File: src/rtl/mult_pkg.sv
// Shared types and defaults for the multiplier completion buffer.
package mult_pkg;

    localparam int DEPTH_DEFAULT    = 4;
    localparam int MULT_LAT_DEFAULT = 4;
    localparam int MULT_IDLE_IDX    = 31;

    typedef struct packed {
        logic [63:0] result;
        logic [63:0] NPC;
        logic [5:0]  pr_idx;
        logic [4:0]  mt_idx;
        logic [4:0]  rob_idx;
    } mult_cpl_t;

    // Value shown on the CDB fields whenever nothing is buffered.
    localparam mult_cpl_t MULT_IDLE_CPL = '{
        result:  64'd0,
        NPC:     64'd0,
        pr_idx:  6'(MULT_IDLE_IDX),
        mt_idx:  5'(MULT_IDLE_IDX),
        rob_idx: 5'(MULT_IDLE_IDX)
    };

endpackage

File: src/rtl/mult_cpl_fifo.sv
// Two-write / one-read in-order FIFO of multiplier completions.
// Lane C is always written before lane D so it stays the older entry.
module mult_cpl_fifo
    import mult_pkg::*;
#(
    parameter int DEPTH = DEPTH_DEFAULT
) (
    input  logic                         clock,
    input  logic                         reset,
    input  logic                         flush_i,
    input  logic                         push_c_i,
    input  mult_cpl_t                    data_c_i,
    input  logic                         push_d_i,
    input  mult_cpl_t                    data_d_i,
    input  logic                         pop_i,
    output mult_cpl_t                    head_o,
    output logic [$clog2(DEPTH+1)-1:0]   count_o,
    output logic                         overflow_o
);

    localparam int PW = $clog2(DEPTH);
    localparam int CW = $clog2(DEPTH + 1);

    mult_cpl_t     mem_q [DEPTH];
    logic [PW-1:0] rd_ptr_q, rd_ptr_d;
    logic [PW-1:0] wr_ptr_q, wr_ptr_d;
    logic [CW-1:0] count_q, count_d;
    logic          overflow_q, overflow_d;
    logic          pop, want_c, want_d, keep_c, keep_d;
    logic [CW:0]   free_slots;
    logic [PW-1:0] addr_d;

    // Work out which pushes fit (a same-cycle pop frees its slot) and the next pointers/count.
    always_comb begin
        want_c     = push_c_i && !flush_i;
        want_d     = push_d_i && !flush_i;
        pop        = pop_i && (count_q != '0);
        free_slots = (CW+1)'(DEPTH) - {1'b0, count_q} + {{CW{1'b0}}, pop};
        keep_c     = want_c && (free_slots != '0);
        keep_d     = want_d && (free_slots > {{CW{1'b0}}, keep_c});
        addr_d     = wr_ptr_q + PW'(keep_c);
        rd_ptr_d   = rd_ptr_q + PW'(pop);
        wr_ptr_d   = wr_ptr_q + PW'(keep_c) + PW'(keep_d);
        count_d    = count_q + CW'(keep_c) + CW'(keep_d) - CW'(pop);
        overflow_d = overflow_q || (want_c && !keep_c) || (want_d && !keep_d);
        if (flush_i) begin
            rd_ptr_d = '0;
            wr_ptr_d = '0;
            count_d  = '0;
        end
    end

    // Occupancy state; reset empties the buffer without waiting for a clock edge.
    always_ff @(posedge clock or negedge reset) begin
        if (!reset) begin
            rd_ptr_q   <= '0;
            wr_ptr_q   <= '0;
            count_q    <= '0;
            overflow_q <= 1'b0;
        end else begin
            rd_ptr_q   <= rd_ptr_d;
            wr_ptr_q   <= wr_ptr_d;
            count_q    <= count_d;
            overflow_q <= overflow_d;
        end
    end

    // Entry storage has no reset; count alone decides which slots are valid.
    always_ff @(posedge clock) begin
        if (keep_c) mem_q[wr_ptr_q] <= data_c_i;
        if (keep_d) mem_q[addr_d]   <= data_d_i;
    end

    // Head is forced to the idle pattern whenever the buffer is empty.
    always_comb begin
        head_o = MULT_IDLE_CPL;
        if (count_q != '0) head_o = mem_q[rd_ptr_q];
    end

    assign count_o    = count_q;
    assign overflow_o = overflow_q;

endmodule

File: src/rtl/mult_cdb_buffer.sv
// Completion buffer and issue throttle between multiplier lanes C/D and the CDB.
// Tracks in-flight multiplies so issue is held back before the buffer could overflow,
// and discards stale completions for a fixed window after a flush.
module mult_cdb_buffer
    import mult_pkg::*;
#(
    parameter int DEPTH    = DEPTH_DEFAULT,
    parameter int MULT_LAT = MULT_LAT_DEFAULT
) (
    input  logic        clock,
    input  logic        reset,
    input  logic        issueC,
    input  logic        issueD,
    input  logic        doneC,
    input  logic        doneD,
    input  logic [63:0] resultC,
    input  logic [63:0] resultD,
    input  logic [63:0] NPCC,
    input  logic [63:0] NPCD,
    input  logic [5:0]  pr_idxC,
    input  logic [5:0]  pr_idxD,
    input  logic [4:0]  mt_idxC,
    input  logic [4:0]  mt_idxD,
    input  logic [4:0]  rob_idxC,
    input  logic [4:0]  rob_idxD,
    input  logic        flush,
    input  logic        cdb_gnt,
    output logic        cdb_req,
    output logic [63:0] cdb_result,
    output logic [63:0] cdb_NPC,
    output logic [5:0]  cdb_pr_idx,
    output logic [4:0]  cdb_mt_idx,
    output logic [4:0]  cdb_rob_idx,
    output logic        mult_stall,
    output logic        overflow_err
);

    localparam int IW = $clog2(DEPTH + 1);
    localparam int DW = $clog2(MULT_LAT + 1);

    logic [IW-1:0] inflight_q, inflight_d;
    logic [DW-1:0] drop_q, drop_d;
    logic [IW-1:0] count;
    logic          drop_window, acc_c, acc_d, pop;
    int            inflight_sum;
    mult_cpl_t     cpl_c, cpl_d, head;

    assign cpl_c = '{result: resultC, NPC: NPCC, pr_idx: pr_idxC, mt_idx: mt_idxC, rob_idx: rob_idxC};
    assign cpl_d = '{result: resultD, NPC: NPCD, pr_idx: pr_idxD, mt_idx: mt_idxD, rob_idx: rob_idxD};

    // Filter done pulses through the flush window and update the in-flight and drop counters.
    always_comb begin
        drop_window  = flush || (drop_q != '0);
        acc_c        = doneC && !drop_window;
        acc_d        = doneD && !drop_window;
        inflight_sum = int'(inflight_q) + int'(issueC) + int'(issueD) - int'(acc_c) - int'(acc_d);
        if (flush)                   inflight_d = '0;
        else if (inflight_sum < 0)   inflight_d = '0;
        else if (inflight_sum > DEPTH) inflight_d = IW'(DEPTH);
        else                         inflight_d = IW'(inflight_sum);
        if (flush)                   drop_d = DW'(MULT_LAT);
        else if (drop_q != '0)       drop_d = drop_q - DW'(1);
        else                         drop_d = drop_q;
    end

    // Counter registers; both return to zero on reset.
    always_ff @(posedge clock or negedge reset) begin
        if (!reset) begin
            inflight_q <= '0;
            drop_q     <= '0;
        end else begin
            inflight_q <= inflight_d;
            drop_q     <= drop_d;
        end
    end

    assign pop = cdb_req && cdb_gnt && !flush;

    mult_cpl_fifo #(.DEPTH(DEPTH)) u_fifo (
        .clock      (clock),
        .reset      (reset),
        .flush_i    (flush),
        .push_c_i   (acc_c),
        .data_c_i   (cpl_c),
        .push_d_i   (acc_d),
        .data_d_i   (cpl_d),
        .pop_i      (pop),
        .head_o     (head),
        .count_o    (count),
        .overflow_o (overflow_err)
    );

    assign cdb_req     = (count != '0);
    assign cdb_result  = head.result;
    assign cdb_NPC     = head.NPC;
    assign cdb_pr_idx  = head.pr_idx;
    assign cdb_mt_idx  = head.mt_idx;
    assign cdb_rob_idx = head.rob_idx;
    assign mult_stall  = (int'(count) + int'(inflight_q) + 2) > DEPTH;

endmodule

File: config.mk
export PLATFORM = sky130hd
export DESIGN_NAME = mult_cdb_buffer
export DESIGN_NICKNAME = d
export VERILOG_FILES = /design/src/rtl/mult_pkg.sv /design/src/rtl/mult_cpl_fifo.sv /design/src/rtl/mult_cdb_buffer.sv
export SDC_FILE = /design/constraint.sdc
export NUM_CORES = 1
export LEC_CHECK = 0
export ABC_AREA = 1
export CAP_MARGIN = 20
export CORE_MARGIN = 10
export CORE_UTILIZATION = 30
export DETAILED_ROUTE_END_ITERATION = 10
export MAX_ROUTING_LAYER = met4
export PLACE_DENSITY = 0.49
export SETUP_SLACK_MARGIN = 0.02
export SKIP_LAST_GASP = 1
export SLEW_MARGIN = 25
export SYNTH_ARGS = -nofsm -noshare
export SYNTH_HDL_FRONTEND = slang
export SYNTH_SLANG_ARGS = --single-unit
File: constraint.sdc
create_clock -name clock -period 17 [get_ports clock]
set_input_delay 4.25 -clock clock [delete_from_list [all_inputs] [get_ports clock]]
set_output_delay 4.25 -clock clock [all_outputs]
set_load 0.05 [all_outputs]
# ---- Word-level counts from Yosys, hierarchy flattened
# Memories as Yosys holds them, arrays and structs flattened.
# Index checks and enable logic that the tools add are counted.
dict set report word_totals {
  ramBits 576
  input_bits 296
  mem_count 1
  elab_cells 61
  out_inout_bits 147
  reg_bits 14
}
# name words width rd rd_ports_with_merged_regs wr line_no
set memory_table {}
lappend memory_table {u_fifo.mem_q 4 144 1 0 2 mult_cpl_fifo.sv:24} ;# mult_cpl_t mem_q [DEPTH];
dict set report op_classes {
  mux 13
  reduce_logical 22
  order_cmp 4
  addsub 15
}
# op count
set ops {}
lappend ops {{$mux 144} 1}
lappend ops {{$mux 3} 6}
lappend ops {{$logic_and 1x1->1} 11}
lappend ops {{$gt 7x4->1 const B} 1}
lappend ops {{$lt 7x1->1 const B} 1}
lappend ops {{$sub 6x2->7} 1}
lappend ops {{$add 2x1->2} 3}
lappend ops {{$add 3x1->3} 2}
lappend ops {{$reduce_bool 3->1} 2}
lappend ops {{$sub 5x1->6} 1}
lappend ops {{$add 4x1->5} 1}
lappend ops {{$add 4x2->5 const B} 1}
lappend ops {{$gt 5x3->1 const B} 1}
lappend ops {{$add 3x1->4} 1}
lappend ops {{$add 3x3->4} 1}
lappend ops {{$add 4x1->4} 1}
lappend ops {{$gt 4x1->1} 1}
lappend ops {{$logic_not 1->1} 4}
lappend ops {{$mux 1} 4}
lappend ops {{$mux 2} 2}
lappend ops {{$reduce_bool 4->1} 1}
lappend ops {{$sub 3x3->4 const A} 1}
lappend ops {{$logic_or 1x1->1} 3}
lappend ops {{$sub 3x1->3} 1}
lappend ops {{2 further kinds} 2}

# ---- Logic depth before layout (Yosys ltp)
dict set report depth {
  word_depth 12
  mapped_depth 21
  ltp_nobuf 19
}

# ---- Cells and area by module
# A second synthesis with hierarchy kept.
dict set report hier_totals {
  cells_unflattened 3868
  hier_area_um2 32638.8
}
# mod cells_per_inst area_each_um2 seq_area_each_um2 n_inst
set by_module_without_submodules {}
lappend by_module_without_submodules {mult_cpl_fifo 3769 31908.1 17496.8 1}
lappend by_module_without_submodules {mult_cdb_buffer 99 730.7 150.1 1}

# ---- Worst setup path after synthesis
# No wires, ideal clock.
dict set report synth_timing {
  path_kind {input port to flip-flop}
  from {in flush}
  to {mem u_fifo.mem_q[2][0] in the netlist's numbering, enable pin}
  n_path_buf 1
  t_arrival_ps 11706
  setup_time_ps 665
  required_time_ps 16335
  stages 11
  path_slack_ps 4629
  path_cell_list {buf_2 inv_2 nand3_1 ha_1 inv_1 ha_1 nand4_1 o21ai_0 nand3_1 nand2_1 o21ai_1}
}
# item line_no
set synth_lines {}
lappend synth_lines {{start, declared} mult_cdb_buffer.sv:26} ;# input logic flush,
lappend synth_lines {{end, declared} mult_cpl_fifo.sv:24}

==> results.md <==
| Quantity | This run |
|:---|:---|
| Outcome | complete, no violations |
| CP Class | in2reg |
| Pre-CTS setup slack | 4890 ps |
| Initial antenna violation count | 26 |
| Slowest-stage cell, CP | sky130_fd_sc_hd__nand3_4 |
| Number of pins exceeding their max-slew limit in the final report | 0 |
| Num CTS Buffers | 76 |
| Largest stage delay on the critical path | 920 ps |
| Placed inst area | 0.0376 mm² |
| Via count of the first global-routing pass | 29.0k |
| Post-synthesis area per instance | 8.47 µm² |
| Ys flop type | sky130_fd_sc_hd__edfxtp_1 |
| Routability congestion estimate from global placement | 0.775 |
| All-Layer GR Usage | 21.0% |
| Area growth syn-to-layout | 23.6% |
| Min Hold Slack | 465 ps |
| Clock H-tree levels | 3 |
| Cell accounting for the most synthesized area | sky130_fd_sc_hd__edfxtp_1 |
| Class of the most critical hold timing path | reg2reg |
| Sink of the worst hold path | u_fifo.overflow_o |
| Number of setup violations in the final report | 0 |
| Detailed-routing iteration count for the pre-antenna-repair pass | 5 |
| Buffers inserted during post-CTS setup optimization | 0 |
| Placeable core region | 0.107 mm² |
| Buffers on Ports | 442 |
| Cell types occupying the most area after synthesis | sky130_fd_sc_hd__edfxtp_1, sky130_fd_sc_hd__nand2_1, sky130_fd_sc_hd__nand4_1 |
| Endpoint arrival time on the critical path | 11,440 ps |
| Routed length per instance | 23.3 µm |
| Maximum clock frequency | 0.0895 GHz |
| Nets | 4,353 |
| Number of different library cells in the post-synthesis netlist | 28 |
| Most frequent cell after synthesis | sky130_fd_sc_hd__nand2_1 |
| HPWL reported at the end of detailed placement | 66,800 µm |
| Critical-path cell list | clkdlybuf4s50_1 -> inv_2 -> nand3_1 -> ha_1 -> inv_1 -> ha_1 -> o21ai_0 -> nand3_1 -> nand2_1 -> inv_1 -> ha_1 -> o211ai_4 -> buf_4 -> buf_12 -> nand3_4 -> o21ai_4 -> buf_4 -> buf_4 |
| Count of flip-flops with a built-in enable after synthesis | 576 |
| Number of vias per cell | 5.35 |
| Height of the die | 349 µm |
| Final worst-path cycle share | 65.7% |
| Root Driver | sky130_fd_sc_hd__clkbuf_16 |
| PD cells | 147 mW/mm² |
| CTS Hold Buffers Added | 0 |
| WL final | 129,000 µm |
| Bufs on Longest Clock Path | 3 |
| Final instance area | 0.0401 mm² |
| Peak VDD IR | 0.210 mV |
| Pin count of the biggest net entering global routing | 214 |
| Post-Syn Instances | 3,830 |
| Top cells by instance count after synthesis | sky130_fd_sc_hd__nand2_1, sky130_fd_sc_hd__nor2_1, sky130_fd_sc_hd__nand4_1, sky130_fd_sc_hd__edfxtp_1, sky130_fd_sc_hd__o21ai_0 |
| Endpoint required time on the critical path | 17,260 ps |
| Share of the yosys chip area belonging to registers | 54.4% |
| Standby leakage power | 15.5 nW |
| Routed vias | 29.5k |
| Depth of the worst hold-timing path | 2 |
| Final min period | 11,180 ps |
| Reg2Reg Depth | 18 |
| Area of the mapped netlist | 0.0324 mm² |
| Unrepaired setup endpoints after global routing | false |
| Post-synthesis register bit count | 590 |
| Start of the worst register-to-register path | u_fifo.count_o[2] |
| Max-Slew Margin vs Limit | 25.8% |
| Total Die Area | 0.122 mm² |
| Post-CTS clock slew at the launch and capture registers of the worst setup and hold paths | 50 ps |
| Effective utilization at floorplan | 30.2% |
| Least setup slack across all paths after layout | 5820 ps |
| Yosys synthesis warning count | 0 |
| Post-route DRC violation count | 0 |
| Insertion delay of the later-clocked pin in the worst-skew pair | 650 ps |
| Actual slew at the worst max-slew pin | 1110 ps |
| Final count of hold timing violations | 0 |
| Post-route setup TNS | 0 ps |
| Reg2reg setup slack | 8960 ps |
| Type of element capturing the critical path | flip-flop |
| Total congestion overflow | 0 |
| Top cell type's share of synthesized area | 53.3% |
| Number of resized instances in the post-cts repair step | 0 |
| Clock tree from TritonCTS | built |
| Share of final-layout standard cells stronger than drive strength 1 | 4.18% |
| Wire length of the first global-routing pass | 190,000 µm |
| Io pins | 443 |
| Largest fanout on the critical path | 213 |
| Synthesized Nets | 4,152 |
| Width of the die | 349 µm |
| Critical Path Start Type | input pin |
| Row count | 120 |
| Max Cap Violations | 0 |
| Min-Delay Startpoint | u_fifo.overflow_o |
| ANT nets after route | 0 |
| Synth async-reset ratio | 2.37% |
| Destination of the worst register-to-register timing path | u_fifo.mem_q[2][109] |
| Drt initial violations | 2,347 |
| Total clock sinks | 590 |
| Worst Clk Skew | 24.6 ps |
## worst max-delay path by stage
stage	from	endpoint	slack (ps)	cells after the start
floorplan	flush	u_fifo.mem_q[2][0]	4630	11
global placement	flush	u_fifo.mem_q[1][73]	4930	17
detailed placement	flush	u_fifo.mem_q[1][59]	4890	17
CTS	flush	u_fifo.mem_q[1][74]	5560	17
global route	flush	u_fifo.mem_q[2][110]	5350	18
finish	flush	u_fifo.mem_q[2][109]	5820	18
## registers in the layout, summed over array words and instances (netlist names)
register,count
u_fifo.mem_q,576
drop_q,3
inflight_q,3
u_fifo.count_o,3
u_fifo.rd_ptr_q,2
u_fifo.wr_ptr_q,2
u_fifo.overflow_o,1
## report_power, final
group / internal [W] / switching, W / leakage [nW]
Combinational: 0.000640 / 0.00196 / 8.96
Sequential: 0.00169 / 0.0000298 / 5.37
Clock: 0.000918 / 0.000653 / 1.16
## placed cells by master (no fill, tap or decap), types with 2 or more instances in the layout
cell and instances:
sky130_fd_sc_hd__inv_6 3, sky130_fd_sc_hd__clkbuf_16 77, sky130_fd_sc_hd__diode_2 26, sky130_fd_sc_hd__o21ai_0 279, sky130_fd_sc_hd__buf_6 3, sky130_fd_sc_hd__fa_1 5, sky130_fd_sc_hd__dfrtp_4 2, sky130_fd_sc_hd__clkinv_2 17
sky130_fd_sc_hd__nand3_1 11, sky130_fd_sc_hd__o311ai_0 15, sky130_fd_sc_hd__inv_8 2, sky130_fd_sc_hd__nand2_1 1180, sky130_fd_sc_hd__nand4_1 579, sky130_fd_sc_hd__buf_12 10, sky130_fd_sc_hd__inv_2 4, sky130_fd_sc_hd__edfxtp_1 576
sky130_fd_sc_hd__clkinv_1 14, sky130_fd_sc_hd__nor2_4 4, sky130_fd_sc_hd__nor3_1 2, sky130_fd_sc_hd__dfrtp_1 12, sky130_fd_sc_hd__clkinv_4 2, sky130_fd_sc_hd__a21oi_1 133, sky130_fd_sc_hd__inv_1 34, sky130_fd_sc_hd__buf_4 29
sky130_fd_sc_hd__clkbuf_1 16, sky130_fd_sc_hd__o21ai_4 2, sky130_fd_sc_hd__bufinv_16 6, sky130_fd_sc_hd__nor2_1 592, sky130_fd_sc_hd__ha_1 21, sky130_fd_sc_hd__nand3_4 4, sky130_fd_sc_hd__clkdlybuf4s50_1 442
## worst max-delay path, delay by kind of cell
family	cells	cell delay, ps
buffers and inverters	8	4030
adder cells (fa/ha/maj)	3	690
AO/OA/AOI/OAI	3	840
AND/OR/NAND/NOR	4	1480
## stage by stage
stage          util [%]  cells  power, W
5_1_grt            37.4   5515   0.00615
3_3_place_gp       35.1   5354   0.00435
3_5_place_dp       35.1   5355   0.00436
4_1_cts            37.3   5489   0.00594
6_report           37.4   5516   0.00589
2_1_floorplan         -   3830   0.00337
## cell type report
cell class / count / area [µm²]
fill: 10900 / 67100
sequential: 590 / 17700
multi-input combinational: 2837 / 13200
timing repair buffer: 485 / 4900
clock buffer: 93 / 1990
tap: 1403 / 1760
clock inverter: 41 / 353
inverter: 41 / 174
antenna: 26 / 65.1
## per-layer routing
layer	part of all wire (%)	wire [µm]	vias up	track usage (%)
met5	0	0	-	-
met4	1.8	2330	0	6.18
met3	7.0	8950	143	3.97
met2	50	63800	1084	34.8
met1	42	53700	14400	25.8
li1	-	-	13900	-
## cell families after synthesis
family	count (synthesis)	share of synthesized area [%]
AO/OA/AOI/OAI	433	6.91
XOR/XNOR	3	0.139
adder cells (fa/ha/maj)	26	1.12
buffers and inverters	403	5.29
flip-flops	590	54.4
AND/OR/NAND/NOR	2375	32.1
No activity file was read; power rests on OpenSTA's default activity.
